$ cat src/rtl/countdown_timer_pkg.sv
// Shared types and constants for the MM:SS BCD countdown timer.
// Pure declarations: no latency, no flow control.
package countdown_timer_pkg;

    typedef enum logic [1:0] {
        ST_IDLE    = 2'd0,
        ST_RUN     = 2'd1,
        ST_PAUSE   = 2'd2,
        ST_EXPIRED = 2'd3
    } state_t;

    typedef logic [15:0] bcd_time_t;

    localparam int        BASE_DEC = 10;
    localparam int        BASE_SEX = 6;
    localparam bcd_time_t BCD_ZERO = 16'h0000;
    // The only time that reaches zero on the next decrement.
    localparam bcd_time_t BCD_ONE  = 16'h0001;

endpackage

$ cat src/rtl/countdown_timer_if.sv
// Control and display bundle between a timer controller and countdown_timer.
// Level signals sampled every clock; no handshake or backpressure.
interface countdown_timer_if;
    import countdown_timer_pkg::*;

    logic      load;
    bcd_time_t load_value;
    logic      start;
    logic      stop;
    bcd_time_t value;
    logic      running;
    logic      done;
    logic      expired;

    modport master (
        output load, load_value, start, stop,
        input  value, running, done, expired
    );

    modport slave (
        input  load, load_value, start, stop,
        output value, running, done, expired
    );

endinterface

$ cat src/rtl/countdown_timer_bcd_digit_down.sv
// One down-counting BCD digit with saturating load and borrow-out.
// Registered digit, updates the edge after dec/load; never stalls.
module bcd_digit_down
    import countdown_timer_pkg::*;
#(
    parameter int BASE = BASE_DEC
) (
    input  logic       clk,
    input  logic       rst,
    input  logic       dec,
    input  logic       load,
    input  logic [3:0] din,
    output logic [3:0] dout,
    output logic       borrow
);

    localparam logic [3:0] MAX_DIGIT = 4'(BASE - 1);

    logic [3:0] dout_q;
    logic [3:0] dout_d;

    always_comb begin
        dout_d = dout_q;
        if (load) begin
            dout_d = (din > MAX_DIGIT) ? MAX_DIGIT : din;
        end else if (dec) begin
            dout_d = (dout_q == 4'd0) ? MAX_DIGIT : dout_q - 4'd1;
        end
    end

    always_ff @(posedge clk) begin
        if (!rst) begin
            dout_q <= 4'd0;
        end else begin
            dout_q <= dout_d;
        end
    end

    assign dout   = dout_q;
    assign borrow = dec && (dout_q == 4'd0);

endmodule

$ cat src/rtl/countdown_timer.sv
// MM:SS BCD countdown timer: prescaled 1-per-TICK_DIV decrement, pause/resume, expiry.
// Inputs take effect on the outputs one edge after sampling; no backpressure.
module countdown_timer
    import countdown_timer_pkg::*;
#(
    parameter int TICK_DIV = 100_000_000
) (
    input  logic              clk,
    input  logic              rst,
    countdown_timer_if.slave  bus
);

    localparam int            PW       = (TICK_DIV > 2) ? $clog2(TICK_DIV) : 1;
    localparam logic [PW-1:0] CNT_LAST = PW'(TICK_DIV - 1);

    state_t        state_q, state_d;
    logic [PW-1:0] cnt_q, cnt_d;
    logic          done_q, done_d;
    logic          tick;
    logic          is_zero;
    bcd_time_t     value;
    logic [3:0]    borrow;

    assign is_zero = (value == BCD_ZERO);

    always_comb begin
        state_d = state_q;
        cnt_d   = cnt_q;
        done_d  = 1'b0;
        tick    = 1'b0;
        if (bus.load) begin
            state_d = ST_IDLE;
            cnt_d   = '0;
        end else begin
            unique case (state_q)
                ST_IDLE, ST_PAUSE: begin
                    if (bus.start && !bus.stop && !is_zero) begin
                        state_d = ST_RUN;
                    end
                end
                ST_RUN: begin
                    // Stop freezes the prescaler so a resume finishes the same period.
                    if (bus.stop) begin
                        state_d = ST_PAUSE;
                    end else if (cnt_q == CNT_LAST) begin
                        cnt_d = '0;
                        tick  = !is_zero;
                        if (value == BCD_ONE) begin
                            state_d = ST_EXPIRED;
                            done_d  = 1'b1;
                        end
                    end else begin
                        cnt_d = cnt_q + 1'b1;
                    end
                end
                ST_EXPIRED: begin
                    state_d = ST_EXPIRED;
                end
                default: begin
                    state_d = ST_IDLE;
                end
            endcase
        end
    end

    always_ff @(posedge clk) begin
        if (!rst) begin
            state_q <= ST_IDLE;
            cnt_q   <= '0;
            done_q  <= 1'b0;
        end else begin
            state_q <= state_d;
            cnt_q   <= cnt_d;
            done_q  <= done_d;
        end
    end

    bcd_digit_down #(.BASE(BASE_DEC)) u_sec_units (
        .clk    (clk),
        .rst    (rst),
        .dec    (tick),
        .load   (bus.load),
        .din    (bus.load_value[3:0]),
        .dout   (value[3:0]),
        .borrow (borrow[0])
    );

    bcd_digit_down #(.BASE(BASE_SEX)) u_sec_tens (
        .clk    (clk),
        .rst    (rst),
        .dec    (borrow[0]),
        .load   (bus.load),
        .din    (bus.load_value[7:4]),
        .dout   (value[7:4]),
        .borrow (borrow[1])
    );

    bcd_digit_down #(.BASE(BASE_DEC)) u_min_units (
        .clk    (clk),
        .rst    (rst),
        .dec    (borrow[1]),
        .load   (bus.load),
        .din    (bus.load_value[11:8]),
        .dout   (value[11:8]),
        .borrow (borrow[2])
    );

    // Min-tens borrow-out can only fire from 0000, which is never decremented.
    bcd_digit_down #(.BASE(BASE_DEC)) u_min_tens (
        .clk    (clk),
        .rst    (rst),
        .dec    (borrow[2]),
        .load   (bus.load),
        .din    (bus.load_value[15:12]),
        .dout   (value[15:12]),
        .borrow (borrow[3])
    );

    assign bus.value   = value;
    assign bus.running = (state_q == ST_RUN);
    assign bus.expired = (state_q == ST_EXPIRED);
    assign bus.done    = done_q;

endmodule

$ cat src/flat_wrapper.sv
// flat-port wrapper written by rule: the top's interface ports become plain ports
module countdown_timer_flat import countdown_timer_pkg::*;
#(
    parameter int TICK_DIV = 100_000_000
)
  (clk, rst, bus_load, bus_load_value, bus_start, bus_stop, bus_value, bus_running, bus_done, bus_expired);
  countdown_timer_if bus_i ();
  input  logic clk;
  input  logic rst;
  input wire logic [$bits(bus_i.load)-1:0] bus_load;
  input wire logic [$bits(bus_i.load_value)-1:0] bus_load_value;
  input wire logic [$bits(bus_i.start)-1:0] bus_start;
  input wire logic [$bits(bus_i.stop)-1:0] bus_stop;
  output wire logic [$bits(bus_i.value)-1:0] bus_value;
  output wire logic [$bits(bus_i.running)-1:0] bus_running;
  output wire logic [$bits(bus_i.done)-1:0] bus_done;
  output wire logic [$bits(bus_i.expired)-1:0] bus_expired;
  assign bus_i.load = bus_load;
  assign bus_i.load_value = bus_load_value;
  assign bus_i.start = bus_start;
  assign bus_i.stop = bus_stop;
  assign bus_value = bus_i.value;
  assign bus_running = bus_i.running;
  assign bus_done = bus_i.done;
  assign bus_expired = bus_i.expired;
  countdown_timer #(.TICK_DIV(TICK_DIV)) u_core (.clk(clk), .rst(rst), .bus(bus_i));
endmodule
$ cat config.mk
export PLATFORM = sky130hd
export DESIGN_NAME = countdown_timer_flat
export DESIGN_NICKNAME = d
export VERILOG_FILES = /design/src/rtl/countdown_timer_pkg.sv /design/src/rtl/countdown_timer_if.sv /design/src/rtl/countdown_timer_bcd_digit_down.sv /design/src/rtl/countdown_timer.sv /design/src/flat_wrapper.sv
export SDC_FILE = /design/constraint.sdc
export NUM_CORES = 1
export LEC_CHECK = 0
export ABC_AREA = 1
export ABC_CLOCK_PERIOD_IN_PS = 2900
export CAP_MARGIN = 20
export CORE_AREA = 3 3 81 83
export DETAILED_ROUTE_END_ITERATION = 8
export DIE_AREA = 0 0 84 86
export PLACE_DENSITY = 0.78
export SYNTH_ARGS = -nofsm -noshare
export SYNTH_HDL_FRONTEND = slang
export SYNTH_HIERARCHICAL = 1
export SYNTH_SLANG_ARGS = --single-unit
$ cat constraint.sdc
create_clock -name clk -period 2.9 [get_ports clk]
set_input_delay 0.87 -clock clk [delete_from_list [all_inputs] [get_ports clk]]
set_output_delay 0.87 -clock clk [all_outputs]
set_load 0.005 [all_outputs]
# --- Word level (Yosys, flattened, before mapping) ---
# Cells that the tools add are included.
totals:
  reg_bits: 46
  input_bits: 21
  out_inout_bits: 19
  wordCells: 77
classes:
  add_sub_neg: 5
  magnitude_cmp: 4
  n_eq_ne: 8
  mux: 27
  bitwise: 4
  reduce_logical: 22
ops:
  columns: ["operator", "count"]
  rows:
  - ["$mux 4", 16]
  - ["$add 27x1->27 const B", 1]
  - ["$eq 27x27->1 const B", 1]
  - ["$mux 27", 1]
  - ["$eq 16x1->1 const B", 1]
  - ["$logic_not 16->1", 1]
  - ["$logic_not 4->1", 4]
  - ["$sub 4x1->4 const B", 4]
  - ["$gt 4x4->1 const B", 3]
  - ["$mux 2", 4]
  - ["$reduce_bool 2->1", 4]
  - ["$ne 3x2->1 const B", 2]
  - ["$pmux 2 s3", 1]
  - ["$logic_and 1x1->1", 5]
  - ["$mux 1", 5]
  - ["$reduce_or 5->1", 1]
  - ["$eq 2x2->1 const B", 2]
  - ["$gt 4x3->1 const B", 1]
  - ["$not 1->1", 4]
  - ["$reduce_or 2->1", 2]
  - ["$reduce_and 3->1", 1]
  - ["$eq 2x1->1 const B", 1]
  - ["$logic_not 1->1", 2]
  - ["$logic_not 2->1", 1]
  - ["2 further kinds", 2]

# --- Logic depth before layout (Yosys ltp) ---
# Gate-level depths: netlist of the first run.
logic_depth:
  word_depth: 11
  ltp_mapped: 20
  mapped_depth_nobuf: 20

# --- Modules after synthesis ---
# The synthesis of the first run kept the hierarchy.
by_module_without_submodules:
  columns: ["module", "instances", "cells_each", "area_per_inst_um2", "seq_area_each_um2"]
  rows:
  - ["countdown_timer", 1, 297, 1851.8, 600.6]
  - ["bcd_digit_down at u_core.u_min_tens ...", 3, 49, 271.5, 80.1]
  - ["bcd_digit_down at u_core.u_sec_tens", 1, 38, 234.0, 80.1]

# --- Worst setup path after synthesis of the first run ---
# OpenSTA, ideal clock, no wires.
synth_timing:
  kind: "input to register"
  startpoint: "input bus_stop"
  endpoint: "register u_core.u_min_tens.dout_q[0], in the netlist u_core/u_min_tens/dout[0]"
  setup_time_ps: 70
  t_arrival_ps: 2607
  required_ps: 2830
  setup_slack_ps: 223
  cell_stages: 15
  n_path_buf: 0
  path_cell_list: "inv_1 nand3_4 inv_1 nand2_1 nor2_1 inv_1 nor2_1 inv_1 nor3_1 inv_1 nor2_1 inv_1 o21ai_0 nand2_1 a21oi_1"
synth_via:
  elab_chain_cells: 7
synth_lines:
  columns: ["element", "line", "text"]
  rows:
  - ["from (decl)", "flat_wrapper.sv:13", "input wire logic [$bits(bus_i.stop)-1:0] bus_stop;"]
  - ["$mux 1", "countdown_timer.sv:43", "if (bus.stop) begin"]
  - ["$mux 1", "countdown_timer.sv:35", "unique case (state_q)"]
  - ["$mux 1", "countdown_timer.sv:31", "if (bus.load) begin"]
  - ["via u_core.tick", "countdown_timer.sv:19", "logic tick;"]
  - ["$logic_and 1x1->1", "countdown_timer_bcd_digit_down.sv:40", "assign borrow = dec && (dout_q == 4'd0);"]
  - ["via u_core.borrow[0]", "countdown_timer.sv:22", "logic [3:0] borrow;"]
  - ["$logic_and 1x1->1", "countdown_timer_bcd_digit_down.sv:40", null]
  - ["via u_core.borrow[1]", "countdown_timer.sv:22", null]
  - ["$logic_and 1x1->1", "countdown_timer_bcd_digit_down.sv:40", null]
  - ["via u_core.borrow[2]", "countdown_timer.sv:22", null]
  - ["$reduce_bool 2->1 (no line)", null, null]
  - ["to (signal assigned)", "countdown_timer_bcd_digit_down.sv:35", "dout_q <= dout_d;"]
  - ["to (decl)", "countdown_timer_bcd_digit_down.sv:19", "logic [3:0] dout_q;"]
# The timed path passes the listed nets, and every way through them passes these cells.
# A chain may end at the register's enable or synchronous reset.

# --- Final worst setup path of the first run ---
# Same ends and word-level chain as after synthesis.

==> results of run 1 <==
## state kept, by name, indices dropped and copies added, names as in the netlist
name and count:
u_core/u_sec_tens/dout 4, u_core/u_sec_units/dout 4, u_core/cnt_q 27, u_core/u_min_tens/dout 4, u_core/state_q 2, u_core/bus.done 1, u_core/u_min_units/dout 4
## through the flow
| stage | cells | instance area [sq um] | util | hold slack (ns) | setup WS [ns] |
|---|---|---|---|---|---|
| floorplan | 481 | 2897 | - | 0.4574 | 0.2410 |
| global placement | 604 | 3452 | 0.5831 | 0.4767 | -0.01960 |
| detailed placement | 604 | 3452 | 0.5831 | 0.4900 | -0.1191 |
| CTS | 612 | 3543 | 0.5985 | 0.5060 | 0.1875 |
| global route | 612 | 3553 | 0.6002 | 0.5457 | 0.05590 |
| finish | 612 | 3553 | 0.6002 | 0.5075 | 0.2917 |
## layer usage
layer | up-vias | GRT usage | wire length [um]
met2 | 66 | 0.3427 | 3208
met1 | 1358 | 0.2503 | 3230
li1 | 1595 | - | -
met4 | 0 | 0.08041 | 117
met3 | 13 | 0.03458 | 300
met5 | - | 0 | 0
## layout by cell type, fill, tap and decap left out, drive strengths merged
master / count
nor2: 95
o21a: 1
inv: 79
nor3: 17
nand3b: 1
nor3b: 2
xnor2: 2
clkbuf: 7
or2: 2
nand2: 151
dfxtp: 46
o21ai: 22
nand3: 20
a21oi: 25
a211oi: 2
clkdlybuf4s50: 39
nand4: 3
buf: 11
a221oi: 1
a31oi: 1
o211ai: 1
clkinv: 1
xor2: 7
ha: 1
## final timing paths
check	startpoint	end	slack [ns]	cells past startpoint
worst max-delay path	bus_stop	u_core/u_min_tens/dout[0]	0.29	16
worst min-delay path	u_core/cnt_q[14]	u_core/cnt_q[14]	0.51	2
worst max register to register	u_core/cnt_q[0]	u_core/u_min_tens/dout[0]	0.41	19
worst min register to register	u_core/cnt_q[14]	u_core/cnt_q[14]	0.51	2
## area by class of cell
cell class                 instances  area (sq um)  share of cell area
inverter                          79         296.5             0.08345
clock inverter                     1         5.005            0.001408
multi-input combinational        354          1678              0.4722
tap                               75         93.84             0.02641
timing repair buffer              50         473.0              0.1331
sequential                        46         920.9              0.2592
clock buffer                       7         86.33             0.02430
## worst max-delay path, delay by kind of cell
family	cells	cell delay, ns
buffers and inverters	7	0.88
AOI/OAI and AO/OA	2	0.27
and+or+nand+nor	7	0.82
## power breakdown
group          internal, uW  switching, uW
clock                   193            217
combinational           105            114
sequential              647           27.2
==> results by group, run 1 <==
Clocking
  • Register clock-pin slew on the reported worst setup and hold paths: 0.09 ns
  • Clk root buf: clkbuf_8
  • Latest clock arrival within the worst-skew pair: 0.30 ns
  • CTS resizes: 0
  • Post-CTS Hold Buffers: 0
  • Num CTS Buffers: 5
  • CTS Sinks: 46
  • Max Root-Sink Buffers: 2
  • H-tree depth: 2
  • CTS tree: yes
  • Post-CTS setup buffers: 0

Drt
  • Antenna-violating nets left: 0
  • Vias/cell: 4.954
  • Drt total wl: 6.856 mm
  • Post-route DRC: 0
  • TritonRoute pass-1 iters: 4
  • Routed length per instance: 11.20 um
  • DR vias: 3032
  • Drt initial violations: 113

Power and ir drop
  • Cell Pwr Density: 366.9 mW/mm^2
  • Maximum VDD drop: 194.9 uV
  • Total power: 1304 uW
  • LEAKAGE: 0.001528 uW

Setup path
  • Arrival time worst endpoint: 2.84 ns
  • CP Cell Sequence: clkdlybuf4s50_1, inv_1, nand3_4, inv_1, nand2_1, nor2_2, inv_1, nor2_1, inv_1, nor3_2, inv_1, nor2_2, inv_1, o21ai_0, nand2_1, a21oi_1
  • Worst path required time: 3.13 ns
  • Slowest cell on crit path: clkdlybuf4s50_1
  • Most used cell, CP: inv_1
  • Kind of start point of the critical path: primary input
  • CP Class: primary input to flop
  • Setup crit end kind: flop
  • Worst Path Max Fanout: 2
  • Slowest cell delay on critical path: 0.42 ns

Synth
  • Post-Synthesis Cells: 481
  • Syn Area/Cell: 6.022 sq um
  • Syn nets: 503
  • Synth warn: 6
  • Netlist Area Pre-Place: 0.002897 sq mm

Placement
  • Final GP Congestion: 0.8612
  • IO buf count: 39
  • Post-DP HPWL: 5.334 mm

Timing
  • Tightest Pin Transition: 0.3503 ns
  • Final Hold Viols: 0
  • RSZ-0062 raised after global routing: false
  • Sum Neg Setup Slack: 0 ns
  • Max Clock Skew: 0.005216 ns
  • Max Freq: 0.3834 GHz
  • Fin crit share: 0.8994
  • Final max-slew violation count: 0
  • Final setup violation count: 0
  • Slew HR: 0.7661
  • Minimum clock period: 2.608 ns

Die
  • Io pins: 40
  • # rows: 28
  • Die area: 0.007224 sq mm
  • Core ar.: 0.005921 sq mm
  • Die height: 86 um
  • Die width: 84 um
  • Starting Density: 0.4892

Global route
  • Vias in the first global route: 2898
  • GRT Overall Usage: 0.2001
  • Initial antenna violation count: 0
  • First-pass GRT wire length: 12.19 mm
  • Largest net degree at the start of global routing: 15
  • Grt ovf: 0

Run status
  • Status: finished, final reports clean

Layout
  • Share of cells above drive strength 1: 0.1117
  • Fill cells: 557
  • # diodes: 0
  • Area Growth Syn to Fin: 22.68%
  • Fin nets: 558

Run
  • Max Cap Violations: 0

Hold path
  • Hold Path Class: flop to flop
(Power assumes the default switching activity.)
==> run 2, diff against run 1 <==
Settings changed: CORE_AREA 3 3 81 83 to 3 3 77 79, DIE_AREA 0 0 84 86 to 0 0 80 82, PLACE_DENSITY 0.78 to 0.84.
==> results by group, run 2 (synthesis gave the netlist of run 1 again) <==
Hold path
  • Hold Path Class: flop to flop
  • Worst Hold End: u_core/cnt_q[14]
  • Hold path depth: 2
  • Hold Path Origin: u_core/cnt_q[14]

Drt
  • Vias/cell: 5.076
  • Routed length per instance: 11.66 um
  • Post-route DRC: 0
  • Drt initial violations: 228
  • TritonRoute pass-1 iters: 5
  • DR vias: 3091
  • Drt total wl: 7.101 mm
  • Antenna-violating nets left: 0

Global route
  • GRT Overall Usage: 0.2289
  • Initial antenna violation count: 0
  • Vias in the first global route: 2886
  • Most used routing layer: met2
  • Met1 usage: 0.2811
  • First-pass GRT wire length: 12.16 mm
  • Largest net degree at the start of global routing: 15
  • Grt met3 use: 0.03289
  • Grt ovf: 0
  • GRT met2 Usage: 0.4139

Timing
  • Tightest Pin Transition: 0.3417 ns
  • Max Freq: 0.3714 GHz
  • Final setup violation count: 0
  • Final Hold Viols: 0
  • Fin crit share: 0.9284
  • Final max-slew violation count: 0
  • Max Clock Skew: 0.005233 ns
  • RSZ-0062 raised after global routing: false
  • Minimum clock period: 2.692 ns
  • Slew HR: 0.7719

Setup path
  • CP Cell Sequence: clkdlybuf4s50_1, inv_1, nand3_4, inv_1, nand2_1, nor2_1, inv_1, nor2_1, inv_1, nor3_1, inv_1, nor2_2, nor2_2, nor2_1, nand2_1, a21oi_2
  • CP Class: primary input to flop
  • Most used cell, CP: inv_1
  • Critical R2R Launch: u_core/cnt_q[0]
  • Setup crit end kind: flop
  • Worst Path Max Fanout: 4
  • WP buf/inv: 6
  • Reg2reg path depth: 19
  • Arrival time worst endpoint: 2.94 ns
  • R2R Setup Slk: 0.33 ns
  • RR Endpoint: u_core/u_min_tens/dout[3]
  • Worst path required time: 3.14 ns
  • CP top delay family: simple AND/OR/NAND/NOR gates
  • Slowest cell on crit path: clkdlybuf4s50_1
  • Kind of start point of the critical path: primary input
  • Slowest cell delay on critical path: 0.43 ns

Power and ir drop
  • Total power: 1302 uW
  • Sequential power share: 0.520
  • Int Power: 943.9 uW
  • LEAKAGE: 0.001528 uW
  • Maximum VDD drop: 224.9 uV
  • Cell Pwr Density: 367.6 mW/mm^2
  • Comb pwr share: 0.167
  • Switching power: 358.1 uW
  • Clock share of power: 0.314
  • Sw Ratio: 0.2750

Clocking
  • CTS tree: yes
  • Max Root-Sink Buffers: 2
  • CTS Sinks: 46
  • Num CTS Buffers: 5
  • Register clock-pin slew on the reported worst setup and hold paths: 0.09 ns
  • H-tree depth: 2
  • Post-CTS Hold Buffers: 0
  • Latest clock arrival within the worst-skew pair: 0.30 ns
  • Clk root buf: clkbuf_8

Layout
  • Fill cells: 492
  • # diodes: 0
  • Top reg by flops: u_core/cnt_q
  • Most frequent cells in the layout: 147 x nand2_1, 79 x nor2_1, 67 x inv_1
  • Commonest non-fill, non-tap cell in the layout: nand2_1
  • Max reg flops: 27
  • Core Util, Final: 0.6553
  • Share of cells above drive strength 1: 0.1080
  • Final instance area: 0.003542 sq mm
  • Fin nets: 558
  • Area Growth Syn to Fin: 22.29%

Run status
  • Status: finished, final reports clean

Die
  • Die area: 0.006560 sq mm
  • Starting Density: 0.5359
  • Core ar.: 0.005405 sq mm
  • Die width: 80 um
  • Io pins: 40
  • Die height: 82 um
  • # rows: 27

Placement
  • Final GP Congestion: 0.8736
  • IO buf count: 39
  • Placed instance area: 0.003448 sq mm
  • Post-DP HPWL: 5.512 mm

Run
  • Max Cap Violations: 0
[run 2: layer usage]
metal / share of wire / wire length, um / vias up
li1: - / - / 1587
met1: 0.47 / 3305 / 1410
met2: 0.48 / 3401 / 87
met3: 0.044 / 312 / 7
met4: 0.011 / 80 / 0
met5: 0 / 0 / -
[run 2: worst max path at each step]
stage,startpoint,end,cells after the start
after floorplan,bus_stop,u_core/u_min_tens/dout[3],15
after global placement,bus_stop,u_core/u_min_tens/dout[3],16
after detailed placement,bus_stop,u_core/u_min_tens/dout[3],16
after CTS,bus_stop,u_core/u_min_tens/dout[3],16
after global routing,bus_stop,u_core/u_min_tens/dout[3],16
final,bus_stop,u_core/u_min_tens/dout[3],16
[run 2: power by group through the flow]
stage	logic (uW)	registers [uW]	clock network, uW
after floorplan	118	685	0
after global placement	208	691	0
after detailed placement	214	691	0
after CTS	215	677	415
after global routing	244	680	441
final	217	677	408
[run 2: stage by stage]
| step | hold WS (ns) | instances | setup TNS (ns) | worst slack (ns) |
|---|---|---|---|---|
| after floorplan | 0.4574 | 481 | 0 | 0.2410 |
| after global placement | 0.4764 | 601 | 0 | 0.01746 |
| after CTS | 0.5067 | 609 | 0 | 0.2102 |
| after global routing | 0.5423 | 609 | 0 | 0.004389 |
| final | 0.5059 | 609 | 0 | 0.2076 |
| after detailed placement | 0.4910 | 601 | -0.2375 | -0.09944 |
[run 2: worst min-delay path, cell delays in order (launching register included)]
cell	delay (ns)
dfxtp_1	0.34
nand2_1	0.07
a21oi_1	0.05
[run 2: area by class of cell]
| type | count | area [sq um] | area share |
|---|---|---|---|
| multi-input combinational | 354 | 1670 | 0.4716 |
| sequential | 46 | 920.9 | 0.2600 |
| timing repair buffer | 50 | 473.0 | 0.1335 |
| inverter | 79 | 296.5 | 0.08372 |
| tap | 72 | 90.09 | 0.02543 |
| clock buffer | 7 | 86.33 | 0.02437 |
| clock inverter | 1 | 5.005 | 0.001413 |
[run 2: what timing repair did]
item / CTS / global route
endpoints found under the setup margin: 0 / 3
buffers inserted: 0 / 0
gates resized for setup: 0 / 1
